## config.mk

```make
export PLATFORM = sky130hd
export DESIGN_NAME = prog_clock_divider
export DESIGN_NICKNAME = d
export VERILOG_FILES = /design/src/rtl/prog_clock_divider.sv
export SDC_FILE = /design/constraint.sdc
export NUM_CORES = 1
export LEC_CHECK = 0
export ABC_AREA = 1
export BUFFER_PORTS_ARGS = -buffer_cell sky130_fd_sc_hd__clkbuf_2
export CORE_AREA = 3 3 64 81
export DETAILED_ROUTE_END_ITERATION = 8
export DIE_AREA = 0 0 67 84
export PLACE_DENSITY = 0.75
export SLEW_MARGIN = 20
export SYNTH_ARGS = -nofsm -noshare
export SYNTH_HDL_FRONTEND = slang
export SYNTH_SLANG_ARGS = --single-unit
```

## constraint.sdc

```tcl
create_clock -name clk -period 2.6 [get_ports clk]
set_clock_uncertainty 0.15 [all_clocks]
set_input_delay 0.65 -clock clk [delete_from_list [all_inputs] [get_ports clk]]
set_output_delay 0.65 -clock clk [all_outputs]
set_load 0.005 [all_outputs]
```

## src/rtl/prog_clock_divider.sv

```systemverilog
// Programmable clock divider with square or pulse output, a deferred divisor/mode
// update, and a period restart input.
module prog_clock_divider #(
  parameter int unsigned WIDTH    = 8,
  parameter int unsigned RST_DIV  = 10,
  parameter bit          RST_MODE = 1'b0
) (
  input  logic             clk,
  input  logic             rst_n,
  input  logic             en,
  input  logic             clr,
  input  logic             load,
  input  logic [WIDTH-1:0] div_in,
  input  logic             mode_in,
  output logic             div_clk,
  output logic             tick,
  output logic             upd_pend,
  output logic             load_err,
  output logic [WIDTH-1:0] count
);

  logic [WIDTH-1:0] count_ff, count_nxt, count_inc;
  logic [WIDTH-1:0] div_q, div_nxt;
  logic [WIDTH-1:0] pend_div, pend_div_nxt;
  logic             mode_q, mode_nxt;
  logic             pend_mode, pend_mode_nxt;
  logic             pend_nxt, div_clk_nxt, tick_nxt, load_err_nxt;
  logic             wrap, restart, load_ok;

  assign count     = count_ff;
  assign count_inc = count_ff + WIDTH'(1);
  assign wrap      = en && (count_ff == (div_q - WIDTH'(1)));
  assign restart   = clr || wrap;
  assign load_ok   = load && (div_in >= WIDTH'(2));

  // Next-state: a restart starts a new period and applies any new configuration
  always_comb begin
    count_nxt     = count_ff;
    div_clk_nxt   = div_clk;
    tick_nxt      = 1'b0;
    div_nxt       = div_q;
    mode_nxt      = mode_q;
    pend_div_nxt  = pend_div;
    pend_mode_nxt = pend_mode;
    pend_nxt      = upd_pend;
    load_err_nxt  = load && !load_ok;

    if (restart) begin
      count_nxt   = '0;
      tick_nxt    = 1'b1;
      div_clk_nxt = 1'b0;
      pend_nxt    = 1'b0;
      if (load_ok) begin
        div_nxt  = div_in;
        mode_nxt = mode_in;
      end else if (upd_pend) begin
        div_nxt  = pend_div;
        mode_nxt = pend_mode;
      end
    end else begin
      if (en) begin
        count_nxt   = count_inc;
        div_clk_nxt = mode_q ? (count_inc == (div_q - WIDTH'(1)))
                             : (count_inc >= (div_q >> 1));
      end
      if (load_ok) begin
        pend_div_nxt  = div_in;
        pend_mode_nxt = mode_in;
        pend_nxt      = 1'b1;
      end
    end
  end

  always_ff @(posedge clk or negedge rst_n) begin
    if (!rst_n) begin
      count_ff  <= '0;
      div_clk   <= 1'b0;
      tick      <= 1'b0;
      upd_pend  <= 1'b0;
      load_err  <= 1'b0;
      div_q     <= WIDTH'(RST_DIV);
      mode_q    <= RST_MODE;
      pend_div  <= '0;
      pend_mode <= 1'b0;
    end else begin
      count_ff  <= count_nxt;
      div_clk   <= div_clk_nxt;
      tick      <= tick_nxt;
      upd_pend  <= pend_nxt;
      load_err  <= load_err_nxt;
      div_q     <= div_nxt;
      mode_q    <= mode_nxt;
      pend_div  <= pend_div_nxt;
      pend_mode <= pend_mode_nxt;
    end
  end

endmodule

```

Yosys cells after proc, flatten, opt, wreduce, memory -nomap -nowiden
Index checks and enable logic that the tools add are counted.
- bitwise logic cells: 1
- reductions and logical operators: 10
- magnitude comparators: 2
- $add $sub $neg: 2
- equality and inequality tests: 2
- mux-type cells: 12
- operators by type and width (cell ; number):
    $mux W8 ; 4
    $eq A8 B8 Y1 ; 2
    $add A8 B1 Y8 const B ; 1
    $ge A8 B2 Y1 const B ; 1
    $ge A8 B7 Y1 ; 1
    $mux W1 ; 8
    $sub A8 B1 Y8 const B ; 1
    $reduce_bool A2 Y1 ; 3
    $reduce_and A2 Y1 ; 2
    $logic_and A1 B1 Y1 ; 3
    $logic_not A1 Y1 ; 1
    $logic_or A1 B1 Y1 ; 1
    $not A1 Y1 ; 1
- flip-flop bits (word level): 30
- input port bits: 14
- logic and storage cells: 38
- output and inout port bits: 12

Logic depth before layout (Yosys ltp)
- word-level depth: 6
- depth in mapped cells: 15
- gate-level depth less buffers: 15

Worst setup path after synthesis
No wires, ideal clock.
- path kind: register -> register
- start: register div_q[1]
- end: register div_q[2]
- path buffers: 1
- data required time: 2.332 ns
- stages on the path, launching flop included: 16
- period minus slack after synthesis: 2.150 ns
- library setup time: 0.118 ns
- path slack: 0.450 ns
- arrival: 1.882 ns
- cell sequence: dfstp_2 -> inv_1 -> ha_1 -> nand2_1 -> nand2_1 -> nor2_1 -> nand2_1 -> nor2_1 -> nand3_1 -> nor2_2 -> nand3_2 -> nand2_2 -> buf_6 -> nand2_4 -> nand2_1 -> nand2_1
- cells in the longest elaborated chain, start to end: 5
- ends and longest elaborated chain (what ; line ; text):
    start, declared ; 23 ; logic [WIDTH-1:0] div_q, div_nxt;
    start signal, assigned ; 81 ; div_q <= WIDTH'(RST_DIV);
    start signal, assigned ; 91 ; div_q <= div_nxt;
    $sub A8 B1 Y8 ; 32 ; assign wrap = en && (count_ff == (div_q - WIDTH'(1)));
    $eq A8 B8 Y1 ; 32 ;
    $logic_and A1 B1 Y1 ; 32 ;
    $logic_or A1 B1 Y1 ; 33 ; assign restart = clr || wrap;
    $reduce_and A2 Y1 (no line) ; - ;
No other way between the ends.
A chain may end at the register's enable or synchronous reset.

Worst setup path in the final report
- start: register div_q[1]
- end: register count_ff[1], in the netlist count[1]
- cells in the longest elaborated chain, start to end: 5
- elaborated cells between the ends (all ways): 6
- classes of those cells: 1 x add/sub; 1 x eq/ne; 1 x mux; 3 x reduce/logical
- ends and longest elaborated chain (what ; line ; text):
    $sub A8 B1 Y8 * ; 32 ;
    $eq A8 B8 Y1 * ; 32 ;
    $logic_and A1 B1 Y1 * ; 32 ;
    $logic_or A1 B1 Y1 * ; 33 ;
    $mux W8 or $reduce_bool A2 Y1 (tied branches) ; - ;
    end signal, assigned ; 86 ; count_ff <= count_nxt;
    end, declared ; 22 ; logic [WIDTH-1:0] count_ff, count_nxt, count_inc;
Every way passes the cells marked *; elsewhere a longest branch is shown, timed or not.

==> impl_metrics.py <==
metrics = {
    "run_status": {
        "status": "complete, no violations",
    },
    "cts": {
        "clkSinkCount": 30,
        "ctsHoldBuffers": 0,
        "clk_latency_ns": 0.29,
        "htreeDepth": 2,
        "clkTransAtPathRegs_ns": 0.06,
        "clk_path_buf_depth": 2,
        "cts_root_buf": "clkbuf_8",
        "cts_tree": "yes",
        "numCtsBuffers": 5,
    },
    "routing": {
        "routed-via-count": 2277,
        "vias_per_cell": 5.03,
        "firstDrtPassIters": 4,
        "drt-initial-drc-count": 151,
        "wl_per_cell_microns": 11.7,
        "wl_microns": 5320,
        "postRouteAntennaNets": 0,
        "drcViolationCount": 0,
    },
    "yosys": {
        "synth_edf_count": 0,
        "syn_inst": 358,
        "synth_cell_types": 23,
        "ys.flop_type": "dfrtp_1",
        "synth_seq_cells": 30,
        "synth_nets": 381,
        "ys_warn_count": 0,
        "async_flop_share": 1.00,
        "netlist_area_sq_um": 2210,
        "syn_avg_cell_area_sq_um": 6.17,
        "yosysSeqAreaShare": 0.341,
    },
    "critical_path": {
        "worst_path_most_repeated_cell": "nand2_1",
        "cp_data_arrival_time_ns": 2.45,
        "path_cells": "inv_1 -> ha_1 -> nand2_1 -> nand2_1 -> nor2_1 -> nand2_1 -> nor2_4 -> nand3_1 -> nor2_2 -> nand3_4 -> nand2_8 -> buf_12 -> buf_4 -> a21oi_1",
        "path_class": "reg -> reg",
        "cp-start-kind": "register",
        "worstPathRequired_ns": 2.63,
        "cpLargestDelayFamily": "simple AND/OR/NAND/NOR gates",
        "crit_slowest_cell": "dfstp_2",
        "crit_buf_inv": 3,
        "endpoint_kind": "register",
        "slowest_delay_ns": 0.57,
        "critPathMaxFanout": 8,
    },
    "cells_and_area": {
        "area_delta_synth_final_pct": 17.3,
        "num-fill-cells": 473,
        "final_nets": 417,
        "stdcell_area_sq_um": 2590,
        "drive_gt1_frac": 0.167,
        "antenna-diode-count": 0,
    },
    "timing": {
        "tightest_slew_ns": 0.723,
        "tns_ns": 0,
        "fmax_ghz": 0.413,
        "setup_ws_ns": 0.177,
        "slew_headroom": 0.518,
        "hold_viol_final": 0,
        "fin_crit_sh": 0.932,
        "final_max_slew_viol_count": 0,
        "setup_violations": 0,
        "grt_setup_unrepaired": "false",
        "final.min_clock_period_ns": 2.42,
    },
    "place": {
        "gp_congestion": 0.933,
        "postPlaceCellArea_sq_um": 2410,
        "dpl.hpwl_microns": 4160,
        "place_ws_ns": -0.0379,
        "port_buffers": 25,
    },
    "floorplan": {
        "die_w_microns": 67,
        "core_area_sq_um": 4460,
        "die_area_sq_um": 5630,
        "fp-row-count": 27,
        "boundaryPins": 26,
        "die_h_microns": 84,
        "initial_core_util": 0.495,
    },
    "global_routing": {
        "grt_pass1_vias": 2178,
        "antenna_found_initial": 0,
        "grt_overflow_total": 0,
        "grt_pass1_wl_microns": 9550,
        "grt_max_degree": 31,
        "globalRouteTotalUtil": 0.216,
    },
    "power_and_ir_drop": {
        "vdd_drop_max_mv": 0.517,
        "leakagePower_nw": 1.49,
        "powerDensity_nw_per_um2": 585,
    },
    "run": {
        "drv_cap": 0,
    },
    "worst_hold_path": {
        "hold_path.class": "in -> async",
    },
}
-- registers in the layout (all words and copies together) (netlist names) --
name and count:
count 8, div_clk 1, div_q 8, load_err 1, mode_q 1, pend_div 8
pend_mode 1, tick 1, upd_pend 1
-- final cells by class --
cell class / count / area (sq um) / area share
clock inverters: 1 / 5.00 / 0.00193
inverters: 41 / 154 / 0.0594
repair buffers: 35 / 213 / 0.0821
well taps: 58 / 72.6 / 0.0280
flip-flops and latches: 30 / 753 / 0.291
multi-input cells: 281 / 1310 / 0.505
clock buffers: 7 / 86.3 / 0.0333
-- path summary, 6_finish.rpt --
check | start | endpoint | slack, ns | cells past startpoint
min in group clk | pend_div[7] | pend_div[7] | 0.33 | 2
min | rst_n | pend_mode | 0.26 | 1
max reg2reg | div_q[1] | count[1] | 0.18 | 14
max | div_q[1] | count[1] | 0.18 | 14
max in group asynchronous | rst_n | upd_pend | 1.57 | 1
min reg2reg | pend_div[7] | pend_div[7] | 0.33 | 2
-- synth_stat cells (4+ instances only) --
library cell | n | area share
inv_1 | 33 | 0.056
nand4_1 | 8 | 0.023
nand2_1 | 166 | 0.28
nand3_1 | 40 | 0.091
a21oi_1 | 6 | 0.014
nand2_2 | 4 | 0.011
nor2_1 | 31 | 0.053
o21ai_0 | 8 | 0.018
dfrtp_1 | 28 | 0.32
ha_1 | 9 | 0.051
inv_2 | 7 | 0.012
-- timing repair --
item	4_1_cts	5_1_grt
pin swaps	0	1
buffers inserted	0	5
gates resized for setup	1	7
setup endpoints to repair	7	22
-- report_power, final --
group          switching (mW)  internal [mW]
Clock                   0.171          0.213
Sequential             0.0616          0.525
Combinational           0.347          0.197
Total                   0.579          0.936
-- metrics by stage --
step | hold slack (ns) | util | std cells | power, mW
detailed placement | 0.318 | 0.541 | 440 | 1.11
global placement | 0.313 | 0.541 | 440 | 1.10
finish | 0.259 | 0.581 | 453 | 1.51
global route | 0.302 | 0.581 | 453 | 1.65
CTS | 0.282 | 0.562 | 448 | 1.50
floorplan | 0.204 | - | 358 | 0.975
-- cells by family after synthesis --
| kind of cell | share of synthesized area |
|---|---|
| adders and majority gates | 0.0510 |
| buffers and inverters | 0.0844 |
| DFF | 0.341 |
| AOI/OAI and AO/OA | 0.0351 |
| and+or+nand+nor | 0.488 |
-- routing by layer --
| metal | global-route usage | part of all wire |
|---|---|---|
| met5 | 0 | 0 |
| met4 | 0.0996 | 0.028 |
| met3 | 0.0310 | 0.035 |
| met2 | 0.356 | 0.51 |
| met1 | 0.271 | 0.43 |
-- cell usage in the layout (no fill, tap or decap), drive strengths merged --
master and n:
ha 9, buf 10, o21ai 8, nand4 8, nand3 41, inv 40, nor2 35, o211ai 1
or2 1, dfrtp 28, nand2 171, clkbuf 32, nor4 1, dfstp 2, a21oi 6, clkinv 2
Power figures use the tool's default switching activity.
